`src/rtl/parking_sensor_gen.sv`:
```
// parking_sensor_gen: turns enter/exit commands into the a/b gate-sensor quadrature sequence,
// with optional contact bounce on each sensor edge.
module parking_sensor_gen #(
    parameter int HOLD_CYCLES   = 16,
    parameter int BOUNCE_CYCLES = 6,
    parameter int CNT_W         = 8
) (
    input  logic             clk,
    input  logic             async_reset_n,
    input  logic             cmd_valid,
    input  logic             cmd_dir,
    output logic             cmd_ready,
    input  logic             bounce_en,
    output logic             a,
    output logic             b,
    output logic             busy,
    output logic             done,
    output logic [CNT_W-1:0] enter_cnt,
    output logic [CNT_W-1:0] exit_cnt
);
    localparam int MAX_P = HOLD_CYCLES + BOUNCE_CYCLES;
    localparam int TW    = MAX_P > 1 ? $clog2(MAX_P) : 1;

    typedef enum logic [2:0] {IDLE, PH1, PH2, PH3, PH4} state_t;

    state_t           state_q, state_d;
    logic [TW-1:0]    timer_q, timer_d;
    logic             dir_q, dir_d, bnc_q, bnc_d, done_q, done_d, last;
    logic [1:0]       ab_q, ab_d;
    logic [CNT_W-1:0] enter_q, enter_d, exit_q, exit_d;

    // Enter pattern; an exit is the same walk with the two sensors swapped.
    function automatic logic [1:0] pat(input state_t s, input logic dir);
        logic [1:0] e;
        e = s == PH1 ? 2'b10 : s == PH2 ? 2'b11 : s == PH3 ? 2'b01 : 2'b00;
        return dir ? {e[0], e[1]} : e;
    endfunction

    always_comb begin
        last    = timer_q == (bnc_q ? TW'(MAX_P - 1) : TW'(HOLD_CYCLES - 1));
        state_d = state_q;
        timer_d = timer_q + 1'b1;
        dir_d   = dir_q;
        bnc_d   = bnc_q;
        done_d  = 1'b0;
        enter_d = enter_q;
        exit_d  = exit_q;
        if (state_q == IDLE) begin
            timer_d = '0;
            if (cmd_valid) begin
                state_d = PH1;
                dir_d   = cmd_dir;
                bnc_d   = bounce_en;
            end
        end else if (last) begin
            timer_d = '0;
            state_d = state_q == PH4 ? IDLE : state_t'(state_q + 3'd1);
            if (state_q == PH4) begin
                done_d  = 1'b1;
                enter_d = dir_q ? enter_q : enter_q + 1'b1;
                exit_d  = dir_q ? exit_q + 1'b1 : exit_q;
            end
        end
        // Odd bounce cycles fall back to the previous phase's level on the changing sensor.
        ab_d = (bnc_d && timer_d < TW'(BOUNCE_CYCLES) && timer_d[0])
             ? pat(state_t'(state_d - 3'd1), dir_d) : pat(state_d, dir_d);
    end

    always_ff @(posedge clk or negedge async_reset_n) begin
        if (!async_reset_n) begin
            state_q <= IDLE;
            timer_q <= '0;
            dir_q   <= 1'b0;
            bnc_q   <= 1'b0;
            ab_q    <= 2'b00;
            done_q  <= 1'b0;
            enter_q <= '0;
            exit_q  <= '0;
        end else begin
            state_q <= state_d;
            timer_q <= timer_d;
            dir_q   <= dir_d;
            bnc_q   <= bnc_d;
            ab_q    <= ab_d;
            done_q  <= done_d;
            enter_q <= enter_d;
            exit_q  <= exit_d;
        end
    end

    assign cmd_ready = state_q == IDLE;
    assign busy      = ~cmd_ready;
    assign {a, b}    = ab_q;
    assign done      = done_q;
    assign enter_cnt = enter_q;
    assign exit_cnt  = exit_q;
endmodule

```
`config.mk`:
```
export PLATFORM = sky130hd
export DESIGN_NAME = parking_sensor_gen
export DESIGN_NICKNAME = d
export VERILOG_FILES = /design/src/rtl/parking_sensor_gen.sv
export SDC_FILE = /design/constraint.sdc
export NUM_CORES = 1
export LEC_CHECK = 0
export BUFFER_PORTS_ARGS = -buffer_cell sky130_fd_sc_hd__clkbuf_2
export CELL_PAD_IN_SITES_DETAIL_PLACEMENT = 1
export CELL_PAD_IN_SITES_GLOBAL_PLACEMENT = 1
export CORE_UTILIZATION = 43
export DETAILED_ROUTE_END_ITERATION = 10
export PLACE_DENSITY_LB_ADDON = 0.1
export REMOVE_ABC_BUFFERS = 1
export SYNTH_ARGS = -nofsm -noshare
export SYNTH_HDL_FRONTEND = slang
export SYNTH_SLANG_ARGS = --single-unit
```
`constraint.sdc`:
```
create_clock -name clk -period 2.5 [get_ports clk]
set_input_delay 0.5 -clock clk [delete_from_list [all_inputs] [get_ports clk]]
set_output_delay 0.5 -clock clk [all_outputs]
set_load 0.01 [all_outputs]
```
==> results by group <==
Clock tree
  – Longest Clk Path Bufs: 2
  – Hold_buf cts: 0
  – Num CTS Buffers: 5
  – Post-CTS setup buffers: 0
  – H-tree levels: 2
  – CTS Sinks: 29
  – CTS tree: yes
  – Clk_lat worst skew: between 300 and 400 ps
  – Clk root buf: clkbuf_4
  – CTS resizes: 0
  – Clk slew on worst S/H paths: ~80 ps

Synthesis
  – Largest family of logic cells by synthesized area: simple AND/OR/NAND/NOR gates
  – Sequential fraction of the synthesis area: 0.483
  – Synth area leaders: dfrtp_1 (48%), xnor2_1 (7.6%), ha_1 (4.2%), nand4_1 (3.3%), mux2_2 (3.0%)
  – Synth cell types: 39
  – Leading cell type by number of instances after synthesis: dfrtp_1
  – Post-synth EDFFs: 0
  – Synth Area in Compound Gates: 0.115
  – Post-synthesis mux area share: 0.0466
  – Asr flop ratio synth: 1.00
  – Mapped Cells: 132
  – Main synth FF type: dfrtp_1
  – Seq cells post-synth: 29
  – Mapped Area: 1500 um^2
  – Share of the synthesized area in the top cell type: 0.483
  – Post-Synth XOR/XNOR Area: 0.105
  – Syn avg cell area: approximately 11 um^2
  – Simple-gate share of the synthesized area: 0.177
  – Post-synth top cells: dfrtp_1 (29), xnor2_1 (13), inv_1 (9), nand4_1 (8)
  – Adder-cell share of the synthesized area: 0.0416
  – Synth area leader: dfrtp_1
  – Yosys warns: 0

STA
  – Setup TNS: 0 ps
  – Period minus WS final: 2270 ps
  – Fin crit share: 0.906
  – Final Hold Fails: 0
  – Fmax: approximately 440 MHz
  – Slew Limit Fails: 0
  – RSZ-0062 raised after global routing: no
  – Worst Tran Pin Value: 719 ps
  – Setup Viol. Count Final: 0
  – Slew HR: 0.520
  – Setup Skew: around 2.8 ps

Worst setup path
  – Critical Path End Type: flop
  – Crit path from: state_q[0]$_DFF_PN0_
  – FF-to-FF path depth: 9
  – Worst path arrival time: 2520 ps
  – CP Max Fanout: 7
  – Worst reg2reg setup slack: 230 ps
  – Data required, critical path: roughly 2800 ps
  – R2r startpoint: state_q[0]$_DFF_PN0_
  – Crit start category: flop
  – Reg-to-Reg End: ab_q[0]$_DFF_PN0_
  – CP Class: reg2reg

Layout
  – FILL cells: about 410
  – Area of the multi-input gates: around 730 um^2
  – ANT cells: 0
  – Final-stage net count: around 170
  – Design area: 1730 um^2
  – Register Area: 726 um^2
  – Syn-to-layout area delta: 15.2%
  – Fraction of layout cells with a size suffix above 1: 0.272

Floorplanning
  – Die ar.: 3740 um^2
  – Core box area: 3340 um^2
  – Die H: 61.1 um
  – Die Span X: 61.1 um
  – I/O pins: 26
  – Row cnt: 21
  – Initial Utilization: 0.450

Pwr
  – Leakage: 0.860 nW
  – Power Dens Cells: 946 nW/um^2
  – Max VDD drop: 0.000542 V

Routing
  – DR vias: 1,103
  – Drt first-iter violations: between 50 and 60
  – Drc violations: 0
  – Initial DRT Pass Iterations: 3
  – Drt wl/cell: 15.1 um
  – Number of nets with antenna violations after routing: 0
  – Final WL: 3.15 mm
  – Vias per std cell: 5.30

Job
  – Max Cap Viol: 0

Outcome
  – Outcome: finished, final reports clean

Global route
  – Grt total ovfl: 0
  – Largest net degree at the start of global routing: 30
  – Antenna violations before repair: 0
  – First-pass GRT wire length: 5.12 mm
  – Total track usage: 0.193
  – Number of global-route vias before repair: 1,109

Placement
  – Final Wtd Congestion: 0.790
  – IO buf count: 25
  – Detailed-placement wirelength estimate: 2.38 mm
  – Post-DP Area: 1680 um^2

Worst hold path
  – Hold Crit Class: in2async
-- sequential cells by signal, summed over array words and instances (netlist names) --
register   flops
done           1
bnc_q          1
dir_q          1
ab_q           2
enter_cnt      8
exit_cnt       8
timer_q        5
state_q        3
-- critical path: stages, from the launching register on --
cell and delay (ps):
dfrtp_1 440, inv_1 80, ha_1 280, nand2b_1 250, inv_1 110, and2_1 200
a221oi_4 270, inv_2 110, mux2_4 310, o211ai_2 150
-- layout make-up --
class,count,area share
clock buffers,7,0.0318
flip-flops and latches,29,0.419
multi-input cells,91,0.422
repair buffers,25,0.0723
well taps,46,0.0333
inverters,10,0.0217
-- metrics by stage --
| step | util | hold WS [ps] | power, mW | worst slack [ps] | cells |
|---|---|---|---|---|---|
| 6_report | 0.519 | 215 | 1.64 | 234 | 208 |
| 5_1_grt | 0.519 | 247 | 1.77 | 74.2 | 208 |
| 4_1_cts | 0.519 | 229 | 1.66 | 224 | 208 |
| 3_5_place_dp | 0.502 | 466 | 1.37 | 263 | 201 |
| 3_3_place_gp | 0.502 | 461 | 1.33 | 377 | 201 |
| 2_1_floorplan | - | 204 | 1.17 | 372 | 130 |
-- worst max path at each step --
stage	endpoint	slack, ps	cells after the start
global route	ab_q[0]$_DFF_PN0_	70	9
CTS	ab_q[0]$_DFF_PN0_	220	9
global placement	ab_q[0]$_DFF_PN0_	380	9
floorplan	ab_q[0]$_DFF_PN0_	370	9
detailed placement	ab_q[0]$_DFF_PN0_	260	8
finish	ab_q[0]$_DFF_PN0_	230	9
-- placed cells by master, fill, tap and decap left out, drive strengths merged, types with 2 or more instances in the layout --
master and instances:
o211ai 3, nor2 7, nand2b 2, xor2 5
clkbuf 32, nor3 3, o2111a 2, nand4 8
and3 2, inv 10, a21oi 2, and4bb 2
dfrtp 29, mux2 5, and2 5, ha 5
nand2 7, nand3 5, xnor2 13
-- power breakdown --
part | internal, mW | switching [mW]
Sequential | 0.560 | 0.105
Clock | 0.132 | 0.153
Combinational | 0.295 | 0.392
-- layer usage --
layer,up-vias,wire [um],track usage
met2,18,1600,0.323
li1,531,-,-
met5,-,0,0
met3,6,109,0.0567
met4,0,54,0.0844
met1,548,1390,0.231
-- cell families after synthesis --
group / Yosys count
flops: 29
buf+inv: 12
compound gates: 17
mux: 6
xor+xnor: 18
fa+ha+maj: 5
simple gates: 45
(Power assumes the default switching activity.)
